===== config.mk =====
export PLATFORM = sky130hd
export DESIGN_NAME = h_encoder_22_16
export DESIGN_NICKNAME = d
export VERILOG_FILES = /design/src/rtl/hamming_22_16_pkg.sv /design/src/rtl/h_enc_fifo2.sv /design/src/rtl/h_encoder_22_16.sv
export SDC_FILE = /design/constraint.sdc
export NUM_CORES = 1
export LEC_CHECK = 0
export CAP_MARGIN = 25
export CORE_AREA = 2 2 88 73
export DETAILED_ROUTE_END_ITERATION = 10
export DIE_AREA = 0 0 90 75
export GPL_TIMING_DRIVEN = 0
export PLACE_DENSITY = 0.83
export SYNTH_ARGS = -nofsm -noshare
export SYNTH_HDL_FRONTEND = slang
export SYNTH_SLANG_ARGS = --single-unit

===== constraint.sdc =====
create_clock -name i_Clk -period 2.9 [get_ports i_Clk]
set_input_delay 0.29 -clock i_Clk [delete_from_list [all_inputs] [get_ports i_Clk]]
set_output_delay 0.29 -clock i_Clk [all_outputs]
set_load 0.005 [all_outputs]

===== src/rtl/hamming_22_16_pkg.sv =====
// Shared definitions for the 22/16 Hamming SEC-DED encoder/decoder pair:
// widths, check-bit positions, buffer state encoding and the data->codeword map.
package hamming_22_16_pkg;

    localparam int DATA_W  = 16;
    localparam int CODE_W  = 22;
    localparam int CNT_W   = 16;
    localparam int DEPTH   = 2;

    // Bit positions of the overall parity bit and the Hamming check bits.
    localparam int POS_P0  = 0;
    localparam int POS_C1  = 1;
    localparam int POS_C2  = 2;
    localparam int POS_C4  = 4;
    localparam int POS_C8  = 8;
    localparam int POS_C16 = 16;

    typedef logic [DATA_W-1:0] data_t;
    typedef logic [CODE_W-1:0] codeword_t;

    // Occupancy of the 2-entry output buffer.
    typedef enum logic [1:0] {
        FIFO_EMPTY = 2'd0,
        FIFO_ONE   = 2'd1,
        FIFO_FULL  = 2'd2
    } fifo_state_e;

    // Map a data word onto the codeword layout the decoder extracts from.
    function automatic codeword_t hamming_encode(input data_t d);
        codeword_t cw;
        cw         = {CODE_W{1'b0}};
        cw[3]      = d[0];
        cw[7:5]    = d[3:1];
        cw[15:9]   = d[10:4];
        cw[21:17]  = d[15:11];
        cw[POS_C1]  = ^{cw[3], cw[5], cw[7], cw[9], cw[11], cw[13], cw[15],
                        cw[17], cw[19], cw[21]};
        cw[POS_C2]  = ^{cw[3], cw[6], cw[7], cw[10], cw[11], cw[14], cw[15],
                        cw[18], cw[19]};
        cw[POS_C4]  = ^{cw[5], cw[6], cw[7], cw[12], cw[13], cw[14], cw[15],
                        cw[20], cw[21]};
        cw[POS_C8]  = ^cw[15:9];
        cw[POS_C16] = ^cw[21:17];
        // Overall parity covers every other bit, check bits included.
        cw[POS_P0]  = ^cw[21:1];
        return cw;
    endfunction

endpackage


===== src/rtl/h_enc_fifo2.sv =====
// Generic 2-entry valid/ready buffer. The head entry drives the output
// directly from a register; input ready depends only on occupancy, so there
// is no combinational path from out_ready_i to in_ready_o.
module h_enc_fifo2
    import hamming_22_16_pkg::*;
#(
    parameter int W = 22
) (
    input  logic         clk_i,
    input  logic         rst_i,
    input  logic [W-1:0] in_data_i,
    input  logic         in_valid_i,
    output logic         in_ready_o,
    output logic [W-1:0] out_data_o,
    output logic         out_valid_o,
    input  logic         out_ready_i
);

    fifo_state_e  state_q, state_d;
    logic [W-1:0] head_q, head_d;
    logic [W-1:0] tail_q, tail_d;
    logic         push_s;
    logic         pop_s;

    assign push_s      = in_valid_i && (state_q != FIFO_FULL);
    assign pop_s       = out_ready_i && (state_q != FIFO_EMPTY);
    assign in_ready_o  = (state_q != FIFO_FULL);
    assign out_valid_o = (state_q != FIFO_EMPTY);
    assign out_data_o  = head_q;

    // Occupancy state and storage registers.
    always_ff @(posedge clk_i or posedge rst_i) begin
        if (rst_i) begin
            state_q <= FIFO_EMPTY;
            head_q  <= {W{1'b0}};
            tail_q  <= {W{1'b0}};
        end else begin
            state_q <= state_d;
            head_q  <= head_d;
            tail_q  <= tail_d;
        end
    end

    // Next occupancy and data movement; the head always holds the oldest word.
    always_comb begin
        state_d = state_q;
        head_d  = head_q;
        tail_d  = tail_q;
        case (state_q)
            FIFO_EMPTY: begin
                if (push_s) begin
                    head_d  = in_data_i;
                    state_d = FIFO_ONE;
                end else begin
                    state_d = FIFO_EMPTY;
                end
            end
            FIFO_ONE: begin
                case ({push_s, pop_s})
                    2'b10: begin
                        tail_d  = in_data_i;
                        state_d = FIFO_FULL;
                    end
                    2'b01: begin
                        state_d = FIFO_EMPTY;
                    end
                    2'b11: begin
                        head_d  = in_data_i;
                        state_d = FIFO_ONE;
                    end
                    default: begin
                        state_d = FIFO_ONE;
                    end
                endcase
            end
            FIFO_FULL: begin
                // No push is possible here: in_ready_o is low while full.
                if (pop_s) begin
                    head_d  = tail_q;
                    state_d = FIFO_ONE;
                end else begin
                    state_d = FIFO_FULL;
                end
            end
            default: begin
                state_d = FIFO_EMPTY;
            end
        endcase
    end

endmodule


===== src/rtl/h_encoder_22_16.sv =====
// Streaming 22/16 Hamming SEC-DED encoder with a 2-entry output buffer and a
// running count of emitted codewords.
// Optional error injection is built when HENC_ERR_INJECT_EN is defined; it
// adds i_InjMask/i_InjArm and XORs a latched mask into the next accepted word.
module h_encoder_22_16
    import hamming_22_16_pkg::*;
(
    input  logic              i_Clk,
    input  logic              i_Rst,
    input  logic [DATA_W-1:0] i_DataWord,
    input  logic              i_Valid,
    output logic              o_Ready,
    output logic [CODE_W-1:0] o_CodeWord,
    output logic              o_Valid,
    input  logic              i_Ready,
    output logic [CNT_W-1:0]  o_WordCnt
`ifdef HENC_ERR_INJECT_EN
    ,
    input  logic [CODE_W-1:0] i_InjMask,
    input  logic              i_InjArm
`endif
);

    codeword_t            enc_s;
    codeword_t            inj_mask_s;
    logic                 accept_s;
    logic                 emit_s;
    logic [CNT_W-1:0]     word_cnt_q, word_cnt_d;

    assign accept_s = i_Valid && o_Ready;
    assign emit_s   = o_Valid && i_Ready;
    assign enc_s    = hamming_encode(i_DataWord) ^ inj_mask_s;

`ifdef HENC_ERR_INJECT_EN
    logic      armed_q, armed_d;
    codeword_t mask_q,  mask_d;

    // Arm/consume the injection mask; an arm in the accept cycle applies directly.
    always_comb begin
        armed_d    = armed_q;
        mask_d     = mask_q;
        inj_mask_s = {CODE_W{1'b0}};
        if (i_InjArm) begin
            inj_mask_s = i_InjMask;
        end else if (armed_q) begin
            inj_mask_s = mask_q;
        end else begin
            inj_mask_s = {CODE_W{1'b0}};
        end
        if (accept_s) begin
            armed_d = 1'b0;
        end else if (i_InjArm) begin
            armed_d = 1'b1;
            mask_d  = i_InjMask;
        end else begin
            armed_d = armed_q;
        end
    end

    // Injection flag and mask registers.
    always_ff @(posedge i_Clk or posedge i_Rst) begin
        if (i_Rst) begin
            armed_q <= 1'b0;
            mask_q  <= {CODE_W{1'b0}};
        end else begin
            armed_q <= armed_d;
            mask_q  <= mask_d;
        end
    end
`else
    assign inj_mask_s = {CODE_W{1'b0}};
`endif

    h_enc_fifo2 #(
        .W (CODE_W)
    ) u_fifo (
        .clk_i       (i_Clk),
        .rst_i       (i_Rst),
        .in_data_i   (enc_s),
        .in_valid_i  (i_Valid),
        .in_ready_o  (o_Ready),
        .out_data_o  (o_CodeWord),
        .out_valid_o (o_Valid),
        .out_ready_i (i_Ready)
    );

    // Count output transfers; wraps naturally at the counter width.
    always_comb begin
        if (emit_s) begin
            word_cnt_d = word_cnt_q + {{(CNT_W-1){1'b0}}, 1'b1};
        end else begin
            word_cnt_d = word_cnt_q;
        end
    end

    // Output transfer counter register.
    always_ff @(posedge i_Clk or posedge i_Rst) begin
        if (i_Rst) begin
            word_cnt_q <= {CNT_W{1'b0}};
        end else begin
            word_cnt_q <= word_cnt_d;
        end
    end

    assign o_WordCnt = word_cnt_q;

endmodule


==> reports/results.txt <==
post-synth top area cell: dfrtp_1
Seq cells post-synth: 62
vias: 2195
crit path cell chain: nor2b_1, inv_2, clkbuf_1, and2_1, ha_1, nand2_2, clkbuf_2, mux2_2
post-CTS resize count: 1
Max Buffers Root-to-Sink: 2
DRT iter0 DRCs: 112
Fill cells: 470
WL/cell: 14.7 µm
Compound-Gate Fraction of Synth Area: 7.02%
CP Data Required Time: 3.12 ns
met2 wire len: 2980 µm
Post-Syn Instances: 269
crit-path max cell delay: 0.40 ns
crit path kind: flop to flop
mux contribution to synthesized area: 7.71%
# placed instances: 410
CTS Buf Count: 9
largest net degree at the start of global routing: 40
global-route wire length before repair: 10400 µm
maximum vdd ir drop: 0.000374 V
Leak Pwr: 1.63 nW
Post-DP HPWL: 4610 µm
share of cells above drive strength 1: 13.3%
clk slew on worst S/H paths: 0.07 ns
RSZ-0062 raised after global routing: false
Worst Tran Pin Value: 0.691 ns
worst hold slack: 0.300 ns
routed wl met3: 367 µm
starting density of the core: 50.0%
final worst path period need: 2.68 ns
worst path bufs/invs: 3
Layout Area Growth over Synthesis: 31.6%
Ports: 60
wirelength, routed: 6250 µm
CP Capture Type: flop
vias in the first global route: 2202
die height: 75 µm
Cell Pwr Density: 983 nW/µm²
syn_nets: 292
initial antenna violation count: 0
Synth Area in Adders: 1.29%
IO Port Bufs: 59
status: finished, final reports clean
power consumption: 3.76 mW
chip width: 90 µm
dpl cell area: 3620 µm²
area of the multi-input gates: 1300 µm²
H-tree Lvls: 3
M1 WL: 2810 µm
Yosys Warn Count: 0
core area: 5820 µm²
Via-to-Cell Ratio: 5.15
maximum clock frequency: 0.373 GHz
CTS Sinks: 62
CTS Hold Buffers Added: 0
skew final: 0.0101 ns
CP Max Fanout: 10
CTS root buf: clkbuf_8
top cells by area, synth: dfrtp_1 53%, xnor2_1 8.4%, mux2_2 7.4%
number of antenna repair diodes: 0
Period Utilization, post-route: 92.5%
Antenna Nets Post-Route: 0
Post-Synth XOR/XNOR Area: 14.9%
Max-Cap Viols: 0
Seq/Total Area, Yosys: 53.4%
Hold Crit Class: primary input to asynchronous set/reset pin
clk_lat worst skew: 0.34 ns
Finish-stage setup viols: 0
Finished Cell Area: 3820 µm²
Cell Area, Synth: 2910 µm²
DRC violations left: 0
Die ar.: 6750 µm²
row cnt: 25
most common cell after layout, fill and taps aside: dfrtp_1
fin. max-slew vios: 0
cell family with the largest share of critical-path delay: simple AND/OR/NAND/NOR gates
final hold vios: 0
Rel. slew slack: 53.9%
routability cong.: 0.807
Global Route Usage Sum: 20.3%
largest family of logic cells by synthesized area: XOR/XNOR gates
Final Non-Filler Cells: 426
TritonCTS clock tree: done
synth unique cells: 30
drt pass-1 iters: 4
Setup crit start kind: flop
commonest cells after routing, fill and taps aside: 62 x dfrtp_1, 59 x clkdlybuf4s50_1, 53 x nand2_1, 28 x xnor2_1, 25 x nor2_1
Mean Syn Cell Area: 10.8 µm²
Post-layout nets: 363
crit path DAT: 2.90 ns
register area: 1550 µm²
Post-CTS Setup Repair Bufs: 0
residual overflow from global routing: 0
top layer in use: met4
Synth top area share: 53.4%
Slowest cell on crit path: dfrtp_1
simple-gate portion of the synthesized area: 13.7%
power breakdown:
part	switching [mW]	total (mW)	internal, mW
clock	0.320	0.759	0.439
combinational	0.699	1.53	0.835
sequential	0.228	1.46	1.24
total	1.25	3.76	2.51
worst reg2reg max path, cell delays in order (launching register included):
cell      delay (ns)
dfrtp_1         0.40
nor2b_1         0.36
inv_2           0.13
clkbuf_1        0.28
and2_1          0.27
ha_1            0.19
nand2_2         0.23
clkbuf_2        0.33
mux2_2          0.37
cell families after synthesis:
family / Yosys count
buffers and inverters: 15
AND/OR/NAND/NOR: 95
flip-flops: 62
XOR/XNOR: 41
adder cells (fa/ha/maj): 3
multiplexers: 20
AO/OA/AOI/OAI: 33
final timing paths:
check                                             from                               end  slack, ns  cells after the start
max in group asynchronous                        i_Rst      u_fifo.tail_q[8]$_DFFE_PP0P_       2.01                      3
max                        u_fifo.state_q[1]$_DFF_PP0_      u_fifo.tail_q[5]$_DFFE_PP0P_       0.22                      8
min in group i_Clk           o_WordCnt[15]$_DFFE_PP0P_         o_WordCnt[15]$_DFFE_PP0P_       0.47                      1
min reg2reg                  o_WordCnt[15]$_DFFE_PP0P_         o_WordCnt[15]$_DFFE_PP0P_       0.47                      1
max reg2reg                u_fifo.state_q[1]$_DFF_PP0_      u_fifo.tail_q[5]$_DFFE_PP0P_       0.22                      8
min                                              i_Rst  u_fifo.out_data_o[7]$_DFFE_PP0P_       0.30                      2
flip-flops by register name, summed over array words and instances (netlist names):
signal and flops:
o_WordCnt 16, u_fifo.tail_q 22, u_fifo.state_q 2, u_fifo.out_data_o 22
layer usage:
layer	up-vias	track usage, %
li1	1044	-
met1	1087	25.9
met2	53	33.1
met3	11	7.01
met4	0	7.35
met5	-	0
synth_stat cells, drive strengths merged:
master,number
xnor3,4
nand4,5
nor3,1
o211ai,2
nand3,1
xor2,8
clkbuf,10
or2,1
mux2i,1
clkinv,1
inv,4
a31oi,20
dfrtp,62
nor2b,3
o21a,2
o2bb2ai,1
mux2,19
nand2,54
and2,3
o21ai,8
ha,3
and4,2
xnor2,29
nor2,25
area by class of cell:
type	instances	area share, %
flip-flops and latches	62	40.6
multi-input cells	192	34.0
repair buffers	60	16.0
clock buffers	12	4.06
well taps	81	2.65
clock inverters	4	1.18
plain buffers	10	1.08
inverters	5	0.491
through the flow:
stage          setup TNS, ns  util, %  setup WS (ns)
2_1_floorplan              0        -          0.521
5_1_grt                    0     65.7         0.0326
3_3_place_gp          -0.140     61.8        -0.0116
6_report                   0     65.7          0.218
4_1_cts                    0     65.7         0.0837
3_5_place_dp          -0.818     62.2        -0.0911
(Power assumes the default switching activity.)
